[src/rtl/seq_pkg.sv]
// Shared types for the multi-phase sequencer: run modes, FSM states and mode decode.
package seq_pkg;

    typedef enum logic [1:0] {
        FREE_RUN  = 2'b00,
        ONE_SHOT  = 2'b01,
        PING_PONG = 2'b10,
        RSVD      = 2'b11
    } seq_mode_t;

    typedef enum logic [1:0] {
        IDLE = 2'b00,
        RUN  = 2'b01,
        DONE = 2'b10
    } seq_state_t;

    // The reserved encoding behaves as FREE_RUN, so it is folded away at latch time.
    function automatic seq_mode_t decode_mode(input logic [1:0] m);
        case (m)
            2'b01:   return ONE_SHOT;
            2'b10:   return PING_PONG;
            default: return FREE_RUN;
        endcase
    endfunction

endpackage

[src/rtl/seq_phase_step.sv]
// Combinational next-phase/direction computation applied on each dwell expiry.
module seq_phase_step
    import seq_pkg::*;
#(
    parameter  int NUM_PHASES = 4,
    localparam int PH_W       = $clog2(NUM_PHASES)
) (
    input  logic [PH_W-1:0] phase,
    input  logic            dir,
    input  logic [1:0]      mode_q,
    output logic [PH_W-1:0] phase_nxt,
    output logic            dir_nxt,
    output logic            at_end,
    output logic            wrap_nxt
);

    localparam logic [PH_W-1:0] LAST = PH_W'(NUM_PHASES - 1);

    always_comb begin
        phase_nxt = phase;
        dir_nxt   = dir;
        at_end    = 1'b0;
        wrap_nxt  = 1'b0;
        case (seq_mode_t'(mode_q))
            ONE_SHOT: begin
                if (phase == LAST) begin
                    at_end = 1'b1;
                end else begin
                    phase_nxt = phase + PH_W'(1);
                end
            end
            PING_PONG: begin
                // Direction flips on arriving at an end, so each end phase is visited once.
                phase_nxt = dir ? phase + PH_W'(1) : phase - PH_W'(1);
                if (phase_nxt == LAST) begin
                    dir_nxt = 1'b0;
                end
                if (phase_nxt == '0) begin
                    dir_nxt  = 1'b1;
                    wrap_nxt = 1'b1;
                end
            end
            default: begin
                if (phase == LAST) begin
                    phase_nxt = '0;
                    wrap_nxt  = 1'b1;
                end else begin
                    phase_nxt = phase + PH_W'(1);
                end
            end
        endcase
    end

endmodule

[src/rtl/multi_phase_sequencer.sv]
// Phase sequencer: steps through NUM_PHASES phases with a programmable dwell per phase.
module multi_phase_sequencer
    import seq_pkg::*;
#(
    parameter  int NUM_PHASES = 4,
    parameter  int CNT_W      = 8,
    localparam int PH_W       = $clog2(NUM_PHASES)
) (
    input  logic                  clk,
    input  logic                  rst,
    input  logic                  start,
    input  logic                  stop,
    input  logic                  en,
    input  logic [1:0]            mode,
    input  logic [CNT_W-1:0]      dwell,
    output logic [PH_W-1:0]       phase,
    output logic [NUM_PHASES-1:0] phase_onehot,
    output logic                  busy,
    output logic                  done,
    output logic                  wrap
);

    seq_state_t            state_q, state_d;
    seq_mode_t             mode_q, mode_d;
    logic [CNT_W-1:0]      dwell_q, dwell_d;
    logic [CNT_W-1:0]      cnt_q, cnt_d;
    logic [PH_W-1:0]       phase_q, phase_d;
    logic [NUM_PHASES-1:0] onehot_q, onehot_d;
    logic                  dir_q, dir_d;
    logic                  busy_q, busy_d;
    logic                  done_q, done_d;
    logic                  wrap_q, wrap_d;

    logic [PH_W-1:0]       step_phase;
    logic                  step_dir;
    logic                  step_at_end;
    logic                  step_wrap;

    seq_phase_step #(
        .NUM_PHASES(NUM_PHASES)
    ) u_step (
        .phase     (phase_q),
        .dir       (dir_q),
        .mode_q    (mode_q),
        .phase_nxt (step_phase),
        .dir_nxt   (step_dir),
        .at_end    (step_at_end),
        .wrap_nxt  (step_wrap)
    );

    always_comb begin
        state_d = state_q;
        mode_d  = mode_q;
        dwell_d = dwell_q;
        cnt_d   = cnt_q;
        phase_d = phase_q;
        dir_d   = dir_q;
        busy_d  = busy_q;
        done_d  = 1'b0;
        wrap_d  = 1'b0;

        if (stop) begin
            state_d = IDLE;
            cnt_d   = '0;
            phase_d = '0;
            dir_d   = 1'b1;
            busy_d  = 1'b0;
        end else if (start) begin
            state_d = RUN;
            mode_d  = decode_mode(mode);
            dwell_d = dwell;
            cnt_d   = '0;
            phase_d = '0;
            dir_d   = 1'b1;
            busy_d  = 1'b1;
        end else if (state_q == RUN && en) begin
            if (cnt_q != dwell_q) begin
                cnt_d = cnt_q + CNT_W'(1);
            end else begin
                cnt_d = '0;
                if (step_at_end) begin
                    state_d = DONE;
                    busy_d  = 1'b0;
                    done_d  = 1'b1;
                end else begin
                    phase_d = step_phase;
                    dir_d   = step_dir;
                    wrap_d  = step_wrap;
                end
            end
        end

        // One-hot is derived from the next phase so both update on the same edge.
        onehot_d = NUM_PHASES'(1) << phase_d;
    end

    always_ff @(posedge clk or posedge rst) begin
        if (rst) begin
            state_q  <= IDLE;
            mode_q   <= FREE_RUN;
            dwell_q  <= '0;
            cnt_q    <= '0;
            phase_q  <= '0;
            onehot_q <= NUM_PHASES'(1);
            dir_q    <= 1'b1;
            busy_q   <= 1'b0;
            done_q   <= 1'b0;
            wrap_q   <= 1'b0;
        end else begin
            state_q  <= state_d;
            mode_q   <= mode_d;
            dwell_q  <= dwell_d;
            cnt_q    <= cnt_d;
            phase_q  <= phase_d;
            onehot_q <= onehot_d;
            dir_q    <= dir_d;
            busy_q   <= busy_d;
            done_q   <= done_d;
            wrap_q   <= wrap_d;
        end
    end

    assign phase        = phase_q;
    assign phase_onehot = onehot_q;
    assign busy         = busy_q;
    assign done         = done_q;
    assign wrap         = wrap_q;

endmodule

[config.mk]
export PLATFORM = sky130hd
export DESIGN_NAME = multi_phase_sequencer
export DESIGN_NICKNAME = d
export VERILOG_FILES = /design/src/rtl/seq_pkg.sv /design/src/rtl/seq_phase_step.sv /design/src/rtl/multi_phase_sequencer.sv
export SDC_FILE = /design/constraint.sdc
export NUM_CORES = 1
export LEC_CHECK = 0
export ABC_AREA = 0
export CAP_MARGIN = 20
export CORE_MARGIN = 2
export CORE_UTILIZATION = 40
export CTS_CLUSTER_DIAMETER = 30
export DETAILED_ROUTE_END_ITERATION = 10
export GPL_TIMING_DRIVEN = 0
export SLEW_MARGIN = 10
export SYNTH_ARGS = -nofsm -noshare
export SYNTH_HDL_FRONTEND = slang
export SYNTH_HIERARCHICAL = 1
export SYNTH_SLANG_ARGS = --single-unit
export TNS_END_PERCENT = 30
[constraint.sdc]
create_clock -name clk -period 2.4 [get_ports clk]
set_input_delay 0.48 -clock clk [delete_from_list [all_inputs] [get_ports clk]]
set_output_delay 0.48 -clock clk [all_outputs]
set_load 0.02 [all_outputs]
==> summary by stage, run 1 <==
Die
The floorplan step set the die width to 68.9 um. 24 I/O pins were placed. The area of the die is 4750 um^2. The core region area is 4030 um^2. The number of placement rows is 23.

The die height is 68.9 um. The starting utilization of the core area is 41.8%.

Worst setup path
The critical path's slowest cell is dfrtp_1. The largest single stage delay on the critical path is 0.49 ns. The category of the worst setup path capture point is a flop.

The startpoint type of the worst setup path is a flop. Walking the worst path, the cells encountered are inv_1, ha_1, nor4b_1, a211o_1, nand2_1, or4_1, a21oi_1. The required time of the worst setup path is 2.60 ns.

The worst setup path category is reg2reg. Together, buffers and inverters on the worst path number 1. The data arrival time of the critical path is 2.40 ns. The cell class contributing the biggest share of worst-path delay is simple AND/OR/NAND/NOR gates.

The largest fanout on the critical path is 8.

Layout
The total inserted antenna cells is 0. The finished layout holds 243 standard cells, fillers aside. The fill cell total of the finished layout is 388. The final net count is 213. The share of final-layout standard cells stronger than drive strength 1 is 15.5%.

Relative to the synthesized area, the layout overhead comes to 23.8%.

Power and ir drop
The share of total power dissipated in sequential elements is 47.9%. Internal power comes to 816 uW. The worst-case vdd ir drop is 308 uV. In this run switching power makes up 27.1% of total power. The combinational group share of total power is 17.7%.

Dividing total power by cell area gives a power density of 536 nW/um^2. Of the total power, the clock network draws 34.4%. The leakage power figure is 0.823 nW. The net switching component of the power is 303 uW.

Synth
Among all flip-flop cells after synthesis, the most frequent one is dfrtp_1. Sorting the synthesized cells by area gives the leading types as dfrtp_1 40%, mux2_2 6.0%, xnor2_1 4.7%. The multiplexer fraction of the synthesized cell area is 6.01%.

The cell area that synthesis handed to floorplanning was 1690 um^2. Yosys mapped the design onto 46 distinct sky130hd cell types. The adder and majority gate portion of the synthesized area is 4.45%. The area share of the leading cell type in the synthesized netlist is 40.1%. By instance count, the leading cell after synthesis is dfrtp_1.

After Yosys synthesis, and, or, nand and nor cells account for 17.7% of the synthesized area. For this run, the number of Yosys warnings is 6. Of all flip-flops after synthesis, the portion carrying an async set or reset was 100%. Of the total synthesized cell area, the portion taken by XOR and XNOR cells is 9.21%. The number of nets in the synthesized netlist is 182. The synthesized design contains 29 register bits.

Counting flops with a built-in enable in the synthesized netlist gives 0. The biggest area contributor in the post-synthesis netlist is dfrtp_1. Averaged over all synthesized cells, the footprint is 10.5 um^2. By area, the combinational part of the netlist is dominated by simple AND/OR/NAND/NOR gates.

Synthesis handed over a netlist of 161 instances. The complex-gate fraction of the synthesized area is 13.4%. The sequential share of the synthesized area is 43.2%. Counting instances in the post-synthesis netlist gives the leading cell types as 27 x dfrtp_1, 12 x inv_1, 10 x nor2_1.

Route
Summed over all layers, the routed wires come to 3440 um. The total via count in the routed design is 1291. The first routing iteration left 90 violations. The detail-routed net length per standard cell is 14.1 um. The remaining design rule violation count is 0. The number of search-and-repair iterations in the first detailed-routing pass is 4. In this run the remaining antenna-violating nets after routing total 0. The detail-routed via count per cell is 5.31.

Clocking
The register clock-pin slew on the reported worst setup and hold paths is 0.06 ns. The buffer type at the clock tree root is clkbuf_8. TritonCTS created 5 clock buffers. The maximum root-to-sink buffer count is 2. In this run the number of H-tree levels came out at 2. The hold buffer count at cts is 0.

TritonCTS built the clock tree. The total clock sinks is 29. For the worst-skew pair, the clock arrives at the later sink with an insertion delay of 0.28 ns.

Timing
The final-report hold violation count came to 0. The worst clock skew is 0.00674 ns. The final-layout setup total negative slack is 0 ns. Setup slack on the critical path of the routed design comes to 0.203 ns. The number of max-slew violations in the final report is 0. Dividing the final minimum period by the clock period gives 91.5%. The measured slew at the worst slew-check pin is 0.704 ns. Setup violations remaining at the end of the flow were counted as 0.

In this run the tightest slew margin relative to its limit is 52.9%. The final critical-path required period is 2.20 ns. The highest attainable clock frequency is 455 MHz. Setup repair after global routing left no endpoint under its margin.

Global routing
Entering global routing, the biggest net connects 30 pins. The overall overflow remaining after global route is 0. In the global route stage, overall resource usage came out at 17.3%. The number of antenna violations at the first check in global routing is 0.

The first-pass GRT wire length is 5950 um. The via count of the first global-routing pass is 1322.

Placement
Before CTS, the worst setup slack after placement is 0.118 ns. The count of input and output buffers is 23. The placed wire-length estimate is 2550 um. Including well taps, the total number of placed cells is 234.

At the end of routability-driven placement, the weighted congestion stood at 0.873.

Run status
The run finished with clean final reports.

Worst hold path
The min-delay analysis places its worst path in the category in2async.

Flow run
The number of max-cap violations is 0.
[metal layers]
layer  GRT usage [%]  wire length, um
met5               0                0
met4            6.62               63
met3            4.87              124
met2            31.0             1730
met1            19.4             1520
[cells in the final DEF, fill, tap and decap left out, types with 3 or more instances in the layout]
master,netlist,final
xor2_1,5,5
clkbuf_8,0,5
inv_1,12,11
xnor2_1,9,9
nand4_1,7,7
buf_6,3,3
o311ai_1,3,3
mux2_2,9,9
ha_1,6,6
clkbuf_1,6,9
dfrtp_1,27,26
clkdlybuf4s50_1,0,23
nor2_1,10,10
and2_1,4,4
nand3b_1,3,3
nand2_1,6,6
a21oi_1,5,5
nand3_1,5,5
nor4_1,3,3
[final timing paths]
path | startpoint | end | cells past startpoint | slack, ns
hold reg to reg | state_q[1]$_DFFE_PP0P_ | state_q[1]$_DFFE_PP0P_ | 1 | 0.52
setup reg to reg | phase[1]$_DFF_PP0_ | phase_onehot[3]$_DFF_PP0_ | 7 | 0.20
hold / removal | rst | dwell_q[0]$_DFFE_PP0P_ | 2 | 0.42
min in group clk | state_q[1]$_DFFE_PP0P_ | state_q[1]$_DFFE_PP0P_ | 1 | 0.52
setup / recovery | phase[1]$_DFF_PP0_ | phase_onehot[3]$_DFF_PP0_ | 7 | 0.20
max in group asynchronous | rst | phase_onehot[0]$_DFF_PP1_ | 3 | 1.53
[registers in the layout, summed over array words and instances, names as in the netlist]
register	cells
cnt_q	8
dir_q	1
done	1
dwell_q	8
mode_q	2
phase	2
phase_onehot	4
state_q	2
wrap	1
[power groups by stage]
stage / Clock [mW] / Sequential (mW) / Combinational, mW
2_1_floorplan: 0 / 0.541 / 0.137
3_3_place_gp: 0 / 0.546 / 0.187
3_5_place_dp: 0 / 0.546 / 0.193
4_1_cts: 0.395 / 0.537 / 0.194
5_1_grt: 0.427 / 0.540 / 0.219
6_report: 0.384 / 0.536 / 0.198
[what timing repair did]
item | in CTS | in global routing
resized for setup | 0 | 1
endpoints found under the setup margin | 0 | 1
setup buffers | 0 | 0
[cell families (layout without fill, tap and decap cells)]
logic type | Yosys count | after routing
xor gates and xnor gates | 16 | 16
buffers and inverters | 21 | 53
adders and majority gates | 6 | 6
AOI/OAI and AO/OA | 29 | 29
muxes | 9 | 9
DFF | 29 | 29
and+or+nand+nor | 51 | 51
[through the flow]
stage	total power [mW]	instance area (um^2)	hold WS [ns]	utilization, %
after global placement	0.733	1980	0.497	49.1
after CTS	1.13	2060	0.514	51.1
final	1.12	2090	0.415	51.8
after detailed placement	0.740	1980	0.499	49.1
after floorplan	0.678	1690	0.470	-
after global routing	1.19	2090	0.414	51.8
[worst register-to-register path, cell delays in order (launching register included)]
cell	delay, ns
dfrtp_1	0.49
inv_1	0.11
ha_1	0.34
nor4b_1	0.32
a211o_1	0.22
nand2_1	0.07
or4_1	0.42
a21oi_1	0.16
[cell type report]
type,instances,area (um^2),area share (%)
clock buffers,8,80.1,3.84
repair buffers,24,258,12.4
plain buffers,9,56.3,2.70
well taps,50,62.6,3.00
inverters,12,45.0,2.16
multi-input cells,111,856,41.0
flip-flops and latches,29,729,35.0
No activity file was read; power rests on OpenSTA's default activity.
==> run 2: changes to the inputs <==
--- a/config.mk
+++ b/config.mk
@@ -10,6 +10,7 @@
 export CORE_MARGIN = 2
 export CORE_UTILIZATION = 40
 export CTS_CLUSTER_DIAMETER = 30
+export CTS_CLUSTER_SIZE = 16
 export DETAILED_ROUTE_END_ITERATION = 10
 export GPL_TIMING_DRIVEN = 0
 export SLEW_MARGIN = 10
==> constraint.sdc (replaced) <==
create_clock -name clk -period 2.8 [get_ports clk]
set_input_delay 0.56 -clock clk [delete_from_list [all_inputs] [get_ports clk]]
set_output_delay 0.56 -clock clk [all_outputs]
set_load 0.02 [all_outputs]
==> summary by stage, run 2 (synthesis results as in run 1) <==
Run status
Result of the run: completed (unchanged).

Power and ir drop
The portion of total power attributed to sequential cells was 47.9% (about the same). The leakage power figure was 0.824 nW (was 0.823 nW). The worst-case vdd ir drop is 264 uV (was 308 uV).

The power per cell area was 460 nW/um^2 (was 536 nW/um^2). The combinational group share of total power was 17.7% (about the same). The switching power as a share of total power is 27.1% (about the same). The power after layout is 959 uW (was 1.12 mW). The clock share of power was 34.4% (about the same). The internal power contribution is 699 uW (was 816 uW). The net switching component of the power is 260 uW (was 303 uW).

Layout
Commonest cells after routing, fill and taps aside: 27 x dfrtp_1, 23 x clkdlybuf4s50_1, 11 x inv_1, 10 x nor2_1 (was 26 x dfrtp_1, 23 x clkdlybuf4s50_1, 11 x inv_1, 10 x nor2_1). The fill cell total of the finished layout is 389 (was 388). The final design instance area without fill is 2090 um^2 (about the same). The total inserted antenna cells was 0 (unchanged).

The share of final-layout standard cells stronger than drive strength 1 came to 15.0% (was 15.5%). The layout-stage area growth over the synthesis result was 23.8% (about the same). The final net count came to 213 (unchanged).

The leading cell type in the layout, fill and taps excluded is dfrtp_1 (unchanged).

Route
The remaining antenna violation count after routing is 0 (unchanged). The total via count in the routed design is 1291 (unchanged). The starting DRC count in detailed routing is 90 (unchanged).

The detail-routed net length per standard cell came to 14.1 um (unchanged). The post-detailed-routing wire length is 3440 um (unchanged). The number of search-and-repair iterations in the first detailed-routing pass is 4 (unchanged). The remaining design rule violation count came to 0 (unchanged). The detail-routed via count per cell came to 5.31 (unchanged).

Clocking
The hold buffer count at cts is 0 (unchanged). The buffer count from post-CTS setup fixing was 0 (unchanged). The clock insertion delay at the later pin of the skew report came to 0.28 ns (about the same).

The total clock sinks came to 29 (unchanged). The number of instances resized during post-cts repair is 0 (unchanged). The CTS tree is yes (unchanged). The maximum root-to-sink buffer count was 2 (unchanged). The buffer type at the clock tree root is clkbuf_8 (unchanged). The register clock-pin slew on the reported worst setup and hold paths came to 0.06 ns (about the same). The level count of the clock H-tree is 2 (unchanged).

The TritonCTS buffer count is 5 (unchanged).

Timing
The portion of the clock cycle consumed by the worst path in the final layout is 81.8% (was 91.5%). RSZ-0062 raised after global routing: no (unchanged). The final-layout setup total negative slack is 0 ns (unchanged). The worst clock skew came to 0.00674 ns (about the same). The final-report hold violation count is 0 (unchanged). The measured slew at the worst slew-check pin is 0.704 ns (unchanged). The worst relative slew slack was 52.9% (unchanged).

The final critical-path required period is 2.29 ns (was 2.20 ns). The worst hold margin came to 0.495 ns (was 0.415 ns). The highest attainable clock frequency is 437 MHz (was 455 MHz). The number of max-slew violations in the final report is 0 (unchanged). The final number of setup-violating endpoints is 0 (unchanged).

Worst setup path
The required time of the worst setup path was 3.00 ns (was 2.60 ns). The largest stage delay on the critical path is 0.58 ns (was 0.49 ns). The critical path's slowest cell is dfrtp_1 (unchanged). The worst setup path category is reg2reg (unchanged).

The data arrival time of the critical path is 2.49 ns (was 2.40 ns). The startpoint type of the worst setup path is a flop (unchanged). The largest fanout on the critical path is 11 (was 8). The launching instance or port of the critical path is phase[0]$_DFF_PP0_ (was phase[1]$_DFF_PP0_).

The category of the worst setup path capture point is a flop (unchanged). The origin of the critical flop-to-flop path is phase[0]$_DFF_PP0_ (was phase[1]$_DFF_PP0_). Ordered cell list for the critical path: inv_1, ha_1, nor4b_1, a211o_1, nand2_1, or4_1, a21oi_1 (unchanged).

Die
The area of the die came to 4750 um^2 (unchanged). The core region area is 4030 um^2 (unchanged). The die height is 68.9 um (unchanged). The number of placed I/O pins is 24 (unchanged). The die span in x is 68.9 um (unchanged). The starting utilization of the core area came to 41.8% (unchanged). The number of placement rows is 23 (unchanged).

Global routing
The via count of the first global-routing pass is 1322 (unchanged). The overall overflow remaining after global route was 0 (unchanged). The first-pass GRT wire length is 5950 um (unchanged). The maximum number of pins on one net before global-route repair is 30 (unchanged).

The number of antenna violations at the first check in global routing is 0 (unchanged). The total global-route track usage came to 17.3% (unchanged).

Worst hold path
The worst min-delay path class is in2async (unchanged).

Flow run
The number of max-cap violations was 0 (unchanged).

Placement
The count of input and output buffers is 23 (unchanged). The area after detailed placement is 1980 um^2 (unchanged). The final estimated routing congestion in global placement came to 0.873 (unchanged). The placed wire-length estimate is 2550 um (unchanged).
==> run 2: cell count changes in the layout (fill, tap and decap cells not counted) <==
cell	previous run	this run
dfrtp_2	1	0
dfrtp_1	26	27
==> run 2: cell type report <==
cell class              instances  area, um^2  area share (%)
plain buffers                   9        56.3            2.70
inverters                      12        45.0            2.16
well taps                      50        62.6            3.00
clock buffers                   8        80.1            3.84
multi-input cells             111         856            41.0
repair buffers                 24         258            12.4
flip-flops and latches         29         728            34.9
==> run 2: per-stage QoR <==
stage / utilization, % / cells / setup WS [ns]
2_1_floorplan: - / 161 / 0.672
3_3_place_gp: 49.1 / 234 / 0.467
3_5_place_dp: 49.1 / 234 / 0.440
4_1_cts: 51.1 / 242 / 0.491
5_1_grt: 51.8 / 243 / 0.354
6_report: 51.8 / 243 / 0.510
==> run 2: worst max-delay path: cells and delay by family, from the launching register on <==
kind,cells,cell delay (ns)
adders and majority gates,1,0.36
buffers and inverters,1,0.09
DFF,1,0.58
and+or+nand+nor,3,0.81
AOI/OAI and AO/OA,2,0.38
==> run 2: power groups by stage <==
stage	Sequential (mW)	Combinational, mW	Clock (mW)
after detailed placement	0.468	0.166	0
after floorplan	0.464	0.117	0
after CTS	0.461	0.166	0.338
after global placement	0.468	0.160	0
final	0.460	0.170	0.330
after global routing	0.463	0.188	0.366
==> run 2: path summary, 6_finish.rpt <==
check,endpoint,slack [ns],cells after the start
worst min register to register,state_q[1]$_DFFE_PP0P_,0.52,1
worst max register to register,phase_onehot[3]$_DFF_PP0_,0.51,7
worst min-delay path,dwell_q[0]$_DFFE_PP0P_,0.50,2
max in group asynchronous,phase_onehot[0]$_DFF_PP1_,1.85,3
min in group clk,state_q[1]$_DFFE_PP0P_,0.52,1
worst max-delay path,phase_onehot[3]$_DFF_PP0_,0.51,7
==> run 2: layer usage <==
metal  share of wire (%)  track usage (%)
met1                  44             19.4
met2                  50             31.0
met3                 3.6             4.87
met4                 1.8             6.62
met5                   0                0
